### src/rtl/mc_ctrl_pkg.sv
// Shared encodings for the multicycle ARM-subset control unit:
// state codes, ALU operations, datapath mux selects and condition codes.
package mc_ctrl_pkg;

  typedef enum logic [3:0] {
    S_FETCH  = 4'd0,
    S_DECODE = 4'd1,
    S_MEMADR = 4'd2,
    S_MEMRD  = 4'd3,
    S_MEMWB  = 4'd4,
    S_MEMWR  = 4'd5,
    S_EXECR  = 4'd6,
    S_EXECI  = 4'd7,
    S_ALUWB  = 4'd8,
    S_BRANCH = 4'd9
  } state_t;

  typedef enum logic [1:0] {
    ALU_ADD = 2'b00,
    ALU_SUB = 2'b01,
    ALU_AND = 2'b10,
    ALU_ORR = 2'b11
  } alu_ctl_t;

  localparam logic [1:0] RES_ALUOUT  = 2'b00;
  localparam logic [1:0] RES_RDATA   = 2'b01;
  localparam logic [1:0] RES_ALURES  = 2'b10;

  localparam logic [1:0] SRCB_RD2    = 2'b00;
  localparam logic [1:0] SRCB_EXTIMM = 2'b01;
  localparam logic [1:0] SRCB_FOUR   = 2'b10;

  localparam logic [1:0] OP_DP  = 2'b00;
  localparam logic [1:0] OP_MEM = 2'b01;
  localparam logic [1:0] OP_BR  = 2'b10;
  localparam logic [1:0] OP_NOP = 2'b11;

  localparam logic [3:0] COND_EQ = 4'b0000;
  localparam logic [3:0] COND_NE = 4'b0001;
  localparam logic [3:0] COND_CS = 4'b0010;
  localparam logic [3:0] COND_CC = 4'b0011;
  localparam logic [3:0] COND_MI = 4'b0100;
  localparam logic [3:0] COND_PL = 4'b0101;
  localparam logic [3:0] COND_VS = 4'b0110;
  localparam logic [3:0] COND_VC = 4'b0111;
  localparam logic [3:0] COND_HI = 4'b1000;
  localparam logic [3:0] COND_LS = 4'b1001;
  localparam logic [3:0] COND_GE = 4'b1010;
  localparam logic [3:0] COND_LT = 4'b1011;
  localparam logic [3:0] COND_GT = 4'b1100;
  localparam logic [3:0] COND_LE = 4'b1101;
  localparam logic [3:0] COND_AL = 4'b1110;
  localparam logic [3:0] COND_NV = 4'b1111;

endpackage

### src/rtl/cond_check.sv
// Evaluates an ARM condition code against the NZCV flag registers.
// Latency: combinational. Backpressure: none.
// Code 1111 never passes.
module cond_check
  import mc_ctrl_pkg::*;
(
  input  logic [3:0] cond,
  input  logic [3:0] flags,
  output logic       condex
);

  logic n, z, c, v;
  assign {n, z, c, v} = flags;

  always_comb begin
    condex = 1'b0;
    case (cond)
      COND_EQ: condex = z;
      COND_NE: condex = ~z;
      COND_CS: condex = c;
      COND_CC: condex = ~c;
      COND_MI: condex = n;
      COND_PL: condex = ~n;
      COND_VS: condex = v;
      COND_VC: condex = ~v;
      COND_HI: condex = c & ~z;
      COND_LS: condex = ~c | z;
      COND_GE: condex = (n == v);
      COND_LT: condex = (n != v);
      COND_GT: condex = ~z & (n == v);
      COND_LE: condex = z | (n != v);
      COND_AL: condex = 1'b1;
      COND_NV: condex = 1'b0;
      default: condex = 1'b0;
    endcase
  end

endmodule

### src/rtl/mc_control_fsm.sv
// Multicycle control unit: main FSM, ALU decode, NZCV flags and latched condition pass.
// Latency: 2-5 cycles per instruction (FETCH included); outputs are a function of state and Instr.
// Backpressure: none; the instruction stream advances one state per clock.
module mc_control_fsm
  import mc_ctrl_pkg::*;
(
  input  logic        clk,
  input  logic        reset,
  input  logic [19:0] Instr,
  input  logic [3:0]  ALUFlags,
  output logic        PCWrite,
  output logic        AdrSrc,
  output logic        MemWrite,
  output logic        IRWrite,
  output logic [1:0]  ResultSrc,
  output logic        ALUSrcA,
  output logic [1:0]  ALUSrcB,
  output logic [1:0]  ALUControl,
  output logic [1:0]  ImmSrc,
  output logic [1:0]  RegSrc,
  output logic        RegWrite,
  output logic [3:0]  State
);

  logic [3:0] cond, rn, rd;
  logic [1:0] op;
  logic [5:0] funct;
  assign {cond, op, funct, rn, rd} = Instr;

  logic unused_rn;
  assign unused_rn = ^rn;

  state_t     state_q, state_d, dec_state;
  logic [3:0] flags_q;
  logic       condex, condex_q;
  logic       next_pc, branch, reg_w, mem_w, ir_w, alu_op, pcs;
  logic [1:0] flag_w;
  alu_ctl_t   alu_ctl;

  cond_check u_cond_check (
    .cond   (cond),
    .flags  (flags_q),
    .condex (condex)
  );

  always_ff @(posedge clk) begin
    if (!reset) begin
      state_q  <= S_FETCH;
      flags_q  <= 4'b0000;
      condex_q <= 1'b0;
    end else begin
      state_q <= state_d;
      if (state_q == S_DECODE)
        condex_q <= condex;
      // alu_op is only ever high in EXECR/EXECI, so flags cannot move elsewhere
      if (alu_op && flag_w[1] && condex_q)
        flags_q[3:2] <= ALUFlags[3:2];
      if (alu_op && flag_w[0] && condex_q)
        flags_q[1:0] <= ALUFlags[1:0];
    end
  end

  always_comb begin
    state_d = S_FETCH;
    case (state_q)
      S_FETCH:  state_d = S_DECODE;
      S_DECODE: begin
        case (op)
          OP_MEM:  state_d = S_MEMADR;
          OP_DP:   state_d = funct[5] ? S_EXECI : S_EXECR;
          OP_BR:   state_d = S_BRANCH;
          OP_NOP:  state_d = S_FETCH;
          default: state_d = S_FETCH;
        endcase
      end
      S_MEMADR: state_d = funct[0] ? S_MEMRD : S_MEMWR;
      S_MEMRD:  state_d = S_MEMWB;
      S_EXECR:  state_d = S_ALUWB;
      S_EXECI:  state_d = S_ALUWB;
      default:  state_d = S_FETCH;
    endcase
  end

  // While reset is held the datapath sees the FETCH mux encoding.
  assign dec_state = reset ? state_q : S_FETCH;

  always_comb begin
    next_pc   = 1'b0;
    branch    = 1'b0;
    reg_w     = 1'b0;
    mem_w     = 1'b0;
    ir_w      = 1'b0;
    alu_op    = 1'b0;
    AdrSrc    = 1'b0;
    ALUSrcA   = 1'b0;
    ALUSrcB   = SRCB_RD2;
    ResultSrc = RES_ALUOUT;
    case (dec_state)
      S_FETCH: begin
        ir_w      = 1'b1;
        next_pc   = 1'b1;
        ALUSrcA   = 1'b1;
        ALUSrcB   = SRCB_FOUR;
        ResultSrc = RES_ALURES;
      end
      S_DECODE: begin
        ALUSrcA   = 1'b1;
        ALUSrcB   = SRCB_FOUR;
        ResultSrc = RES_ALURES;
      end
      S_MEMADR: ALUSrcB = SRCB_EXTIMM;
      S_MEMRD:  AdrSrc  = 1'b1;
      S_MEMWB: begin
        ResultSrc = RES_RDATA;
        reg_w     = 1'b1;
      end
      S_MEMWR: begin
        AdrSrc = 1'b1;
        mem_w  = 1'b1;
      end
      S_EXECR:  alu_op = 1'b1;
      S_EXECI: begin
        ALUSrcB = SRCB_EXTIMM;
        alu_op  = 1'b1;
      end
      S_ALUWB:  reg_w = 1'b1;
      S_BRANCH: begin
        ALUSrcB   = SRCB_EXTIMM;
        ResultSrc = RES_ALURES;
        branch    = 1'b1;
      end
      default: ;
    endcase
  end

  // Unrecognised commands fall back to add with both flag groups held.
  always_comb begin
    alu_ctl = ALU_ADD;
    flag_w  = 2'b00;
    if (alu_op) begin
      case (funct[4:1])
        4'b0100: begin alu_ctl = ALU_ADD; flag_w = {2{funct[0]}};     end
        4'b0010: begin alu_ctl = ALU_SUB; flag_w = {2{funct[0]}};     end
        4'b0000: begin alu_ctl = ALU_AND; flag_w = {funct[0], 1'b0}; end
        4'b1100: begin alu_ctl = ALU_ORR; flag_w = {funct[0], 1'b0}; end
        default: ;
      endcase
    end
  end

  assign ALUControl = alu_ctl;
  assign ImmSrc     = op;
  assign RegSrc     = {op == OP_MEM, op == OP_BR};

  assign pcs      = ((rd == 4'hF) & reg_w) | branch;
  assign PCWrite  = reset & (next_pc | (pcs & condex_q));
  assign IRWrite  = reset & ir_w;
  assign RegWrite = reset & reg_w & condex_q;
  assign MemWrite = reset & mem_w & condex_q;
  assign State    = state_q;

endmodule

### config.mk
export PLATFORM = sky130hd
export DESIGN_NAME = mc_control_fsm
export DESIGN_NICKNAME = d
export VERILOG_FILES = /design/src/rtl/mc_ctrl_pkg.sv /design/src/rtl/cond_check.sv /design/src/rtl/mc_control_fsm.sv
export SDC_FILE = /design/constraint.sdc
export NUM_CORES = 1
export LEC_CHECK = 0
export CORE_MARGIN = 1
export CORE_UTILIZATION = 36
export CTS_CLUSTER_SIZE = 16
export DETAILED_ROUTE_END_ITERATION = 8
export PLACE_DENSITY = 0.75
export SYNTH_ARGS = -nofsm -noshare
export SYNTH_HDL_FRONTEND = slang
export SYNTH_HIERARCHICAL = 1
export SYNTH_SLANG_ARGS = --single-unit
### constraint.sdc
create_clock -name clk -period 1.44 [get_ports clk]
set_input_delay 0.288 -clock clk [delete_from_list [all_inputs] [get_ports clk]]
set_output_delay 0.288 -clock clk [all_outputs]
set_load 0.005 [all_outputs]
# Word level (Yosys, flattened, before mapping)

Index checks and enable logic that the tools add are counted.

Input port bits: 26
Register bits: 9
Output and inout port bits: 20

Equal/unequal tests: 38
Bitwise gates (word level): 18
Reduce and logical (&&, ||, !) cells: 18
Multiplexer cells: 19

Operator list:

| cell                                           | count |
|---|---|
| == test 4 bit (second input constant)          | 12 |
| == test 4 x 3 -> 1 bit (second input constant) | 11 |
| == test 4 x 2 -> 1 bit (second input constant) | 7 |
| one-hot mux 4 bit (5 select lines)             | 1 |
| zero test 4 bit                                | 4 |
| one-hot mux 1 bit (16 select lines)            | 1 |
| one-hot mux 4 bit (4 select lines)             | 1 |
| OR reduction 2 bit                             | 7 |
| == test 4 x 1 -> 1 bit (second input constant) | 3 |
| one-hot mux 2 bit (2 select lines)             | 3 |
| AND 1 bit                                      | 10 |
| two-way mux 1 bit                              | 8 |
| one-hot mux 2 bit (3 select lines)             | 1 |
| OR reduction 3 bit                             | 2 |
| == test 2 bit (second input constant)          | 2 |
| logical AND 1 bit                              | 4 |
| two-way mux 2 bit                              | 2 |
| two-way mux 4 bit                              | 1 |
| NOT 1 bit                                      | 4 |
| OR 1 bit                                       | 4 |
| two-way mux 3 bit                              | 1 |
| == test 2 x 1 -> 1 bit (second input constant) | 1 |
| zero test 2 bit                                | 1 |
| == test 1 bit                                  | 1 |
| inequality test 1 bit                          | 1 |

# Logic depth before layout (Yosys ltp)

Depth in word-level cells: 9
Mapped depth: 8

# Cells and area by module

Netlist, hierarchy kept.

Modules (own cells, without submodules):

| module         | instances | cells an instance | area each (um^2) |
|---|---|---|---|
| mc_control_fsm | 1         | 91                | 797.0 |
| cond_check     | 1         | 23                | 155.1 |

# Worst setup path after synthesis

Ideal clock, no wire load.

Path type: register to register
From: register flags_q[0]
To: register condex_q
Arrival: 1383 ps
Library setup time: 65 ps
Path buffers: 0
Setup slack: -9 ps
Data required time: 1375 ps
Cell stages (with the launch flop): 8
Cell sequence: dfxtp_1 xor2_1 xor2_1 a2111oi_1 a311oi_1 o22ai_1 mux2i_1 nor2b_1

Word-level cells in the longest chain between the ends: 3

RTL lines:

| element                                                       | RTL line                           | source |
|---|---|---|
| start: declaration                                            | mc_control_fsm.sv:34               | `logic [3:0] flags_q;` |
| start signal: assignment                                      | mc_control_fsm.sv:59               | `flags_q[1:0] <= ALUFlags[1:0];` |
| inequality test 1 bit / == test 1 bit (equally long branches) | --                                 |  |
| OR 1 bit / AND 1 bit (equally long branches)                  | cond_check.sv:31, cond_check.sv:30 |  |
| one-hot mux 1 bit (16 select lines) (*)                       | cond_check.sv:17                   | `case (cond)` |
| net condex                                                    | mc_control_fsm.sv:35               | `logic condex, condex_q;` |
| end signal: assignment                                        | mc_control_fsm.sv:54               | `condex_q <= condex;` |
| end: declaration                                              | mc_control_fsm.sv:35               |  |

The timed path passes the listed nets; every way through them passes the cells marked *.
A chain may end at the register's enable or synchronous reset.

# Worst setup path in the final report

From: register state_q[3], in the netlist State[3]
To: output port PCWrite

Word-level cells in the longest chain between the ends: 9

RTL lines:

| element                                                        | RTL line              | source |
|---|---|---|
| start: declaration                                             | mc_control_fsm.sv:33  | `state_t state_q, state_d, dec_state;` |
| start signal: assignment                                       | mc_control_fsm.sv:52  | `state_q <= state_d;` |
| two-way mux 4 bit (*)                                          | mc_control_fsm.sv:85  | `assign dec_state = reset ? state_q : S_FETCH;` |
| == test 4 bit / == test 4 x 3 -> 1 bit (equally long branches) | mc_control_fsm.sv:98  | `case (dec_state)` |
| OR reduction 2 bit (no source line)                            | --                    |  |
| two-way mux 1 bit                                              | mc_control_fsm.sv:98  |  |
| AND 1 bit                                                      | mc_control_fsm.sv:155 | `assign pcs = ((rd == 4'hF) & reg_w) \| branch;` |
| OR 1 bit                                                       | mc_control_fsm.sv:155 |  |
| AND 1 bit                                                      | mc_control_fsm.sv:156 | `assign PCWrite = reset & (next_pc \| (pcs & condex_q));` |
| OR 1 bit (*)                                                   | mc_control_fsm.sv:156 |  |
| AND 1 bit (*)                                                  | mc_control_fsm.sv:156 |  |
| end: declaration                                               | mc_control_fsm.sv:11  | `output logic PCWrite,` |

Mark *: on every way between the ends. The rest lies on a longest branch, timed or not.

==> flow_summary.ini <==
[timing]
fin_crit_ns = 1.76
hold_violations = 0
period_share_pct = 123
fmax_ghz = 0.567
final.setup_skew_ns = 0.00945
tightest_slew_ns = 0.333
holdWs_ns = 0.519
final-max-slew-violation-count = 0
setup_viol = 13
setup_ws_ns = -0.325
rsz0062_at_grt = yes
slew_headroom_pct = 77.8
tns_ns = -2.65

[detailed_routing]
dr.pass1.iters = 4
drt_wl_total_mm = 3.78
viasPerCell = 5.23
drt_iter0_drc = 27
ant_nets = 0
drc = 0
wl_per_cell_um = 16.6
via_count = 1193

[clocking]
cts_tree = done
clk_pin_slew_ns = 0.07
numCtsBuffers = 3
cts_sinks = 9
ctsRootBufferMaster = clkbuf_4
ctsLongestPathBuffers = 2
htree_num_levels = 1
insertion_delay_ns = 0.28

[yosys]
synth_warnings = 6
yosys.cell_count.top_type = nand2_1
synth-edff-count = 0
ys_top_cells_by_area = dfxtp_1 19%, mux2i_1 6.3%, nand2_1 5.1%, buf_6 4.7%, xor2_1 3.7%
ys_types = 42
syn_area_um2 = 952
syn-num-nets = 140
synthArstFlopShare_pct = 0
synth-seq-area-share_pct = 18.9
avgSynthCellArea_um2 = 8.35
synthCells = 114
synth_area_leader_cell = dfxtp_1
synth_ff_type = dfxtp_1
ys_ff_latch = 9
yosysTopAreaCellShare_pct = 18.9
synth_commonest_cells = 13 x nand2_1, 9 x dfxtp_1, 8 x nor2_1

[cells_and_area]
diodes = 0
instances_no_fill = 228
nFillCells = 172
syn_to_final_growth_pct = 99.3
post-route-util_pct = 76.6
layout.nets = 225
layout-drive-gt1-share_pct = 52.5
postLayoutCellArea_um2 = 1900

[placed_design]
gp_congestion = 0.822
hpwlAfterDp_mm = 2.11
pre_cts_slack_ns = -0.797
portBuffers = 41
place_area_um2 = 1600
dp.cells = 210

[global_route]
grt_first_pass_wirelength_mm = 5.29
grt_max_degree = 12
track_usage_pct = 26.3
grt_pass1_vias = 1171
grt_overflow = 0
antenna_found_initial = 0

[setup_path]
critical_path_class = reg2out
cp-start-kind = register
end_kind = primary output
cp_slowest_stage_delay_ns = 0.37
path_buf_inv = 2
cp.required_ns = 1.15
ff2ff_path_depth = 7
regToRegStartpoint = flags_q[3]
ff2ff_setup_slack_ns = -0.14
startpoint = State[3]
critPathMaxFanout = 5
worstPathCellList = buf_6 -> xor2_2 -> and4_1 -> o31a_1 -> buf_2
cp_top_family = flip-flops
worst_ep_arrival_time_ns = 1.48
slowest_stage = dfxtp_4
r2r-end = condex_q
worstSetupPathDepth = 5

[floorplanning]
rows = 18
ios = 46
coreArea_um2 = 2480
initial_core_util_pct = 38.4
die_w_um = 53.4
die_h_um = 53.4
die_area_um2 = 2850

[min_path]
hold_path.class = reg2reg
hp-start = flags_q[1]
holdPathStages = 2
worstHoldEndpoint = flags_q[1]

[outcome]
status = finished with violations
violations = negative setup slack

[pwr]
leakage_nw = 0.839
pwr_density_cell_nw_per_um2 = 511
power.total_mw = 0.970
vdd_drop_max_v = 0.000468

[job]
drv_cap = 0
==> per-layer routing <==
layer | GRT usage [%] | vias to the layer above | share of wire, %
met5 | 0 | - | 0
met4 | 7.89 | 0 | 1.2
met3 | 6.03 | 5 | 5.5
met2 | 49.2 | 43 | 54
met1 | 28.5 | 569 | 40
li1 | - | 576 | -
==> worst reg2reg max path: stages (launching register included) <==
cell and delay, ns:
dfxtp_2 0.33, xor2_2 0.18, xor2_1 0.16, a2111oi_2 0.33
a311oi_1 0.08, o22ai_1 0.17, mux2i_1 0.12, nor2b_1 0.14
==> sequential cells by signal (all words and copies together), names as in the netlist <==
register and flops:
State 4, flags_q 4, condex_q 1
==> power by group <==
part           total (mW)  switching [mW]  internal, mW
logic               0.482           0.204         0.278
clock network       0.213           0.106         0.108
registers           0.276          0.0187         0.257
==> kinds of logic (layout without fill, tap and decap cells) <==
logic type	Yosys count	count (layout)	synth area share, %
AOI/OAI and AO/OA	23	23	18.7
xor gates and xnor gates	7	7	6.44
buffers and inverters	14	98	10.6
DFF	9	9	18.9
muxes	6	6	6.31
and+or+nand+nor	55	55	39.0
==> cells in the final DEF, fill, tap and decap left out, types with 2 or more instances in the layout <==
| cell | synthesis | layout |
|---|---|---|
| clkdlybuf4s15_2 | 0 | 2 |
| mux2i_1 | 6 | 6 |
| a21oi_1 | 6 | 5 |
| nor2b_4 | 0 | 2 |
| dlygate4sd2_1 | 0 | 10 |
| buf_4 | 4 | 36 |
| buf_2 | 3 | 9 |
| nand2b_1 | 3 | 2 |
| nand2_1 | 13 | 12 |
| dfxtp_2 | 0 | 2 |
| a211oi_1 | 3 | 2 |
| nand2b_4 | 1 | 2 |
| nor3_1 | 4 | 2 |
| xor2_1 | 4 | 2 |
| clkdlybuf4s15_1 | 0 | 2 |
| nand3b_1 | 2 | 2 |
| clkbuf_4 | 0 | 3 |
| clkdlybuf4s50_1 | 0 | 12 |
| nor4_4 | 1 | 2 |
| nor2_1 | 8 | 7 |
| dfxtp_1 | 9 | 3 |
| and4_1 | 2 | 2 |
| o22a_1 | 2 | 2 |
| nand3_1 | 3 | 3 |
| nor3b_2 | 0 | 2 |
| xnor2_1 | 3 | 3 |
| nor2b_1 | 5 | 4 |
| dfxtp_4 | 0 | 4 |
| xor2_2 | 0 | 2 |
| buf_6 | 4 | 19 |
| o21ai_0 | 3 | 3 |
==> cell type report <==
class                      instances  area (um2)  area share, %
sequential                         9         198           10.4
inverter                           1        3.75          0.198
tap                               30        37.5           1.98
multi-input combinational         91         821           43.2
clock buffer                       4        26.3           1.38
timing repair buffer              93         812           42.8
==> timing repair <==
action,CTS,global route
pin swaps,18,7
hold buffers,0,0
buffers inserted,13,5
setup endpoints to repair,25,21
gates resized for setup,114,17
==> how the worst max path moves through the flow <==
stage                               end
after CTS                       PCWrite
after global routing            PCWrite
after detailed placement  ALUControl[1]
after global placement    ALUControl[1]
final                           PCWrite
after floorplan                condex_q
No activity file was read; power rests on OpenSTA's default activity.
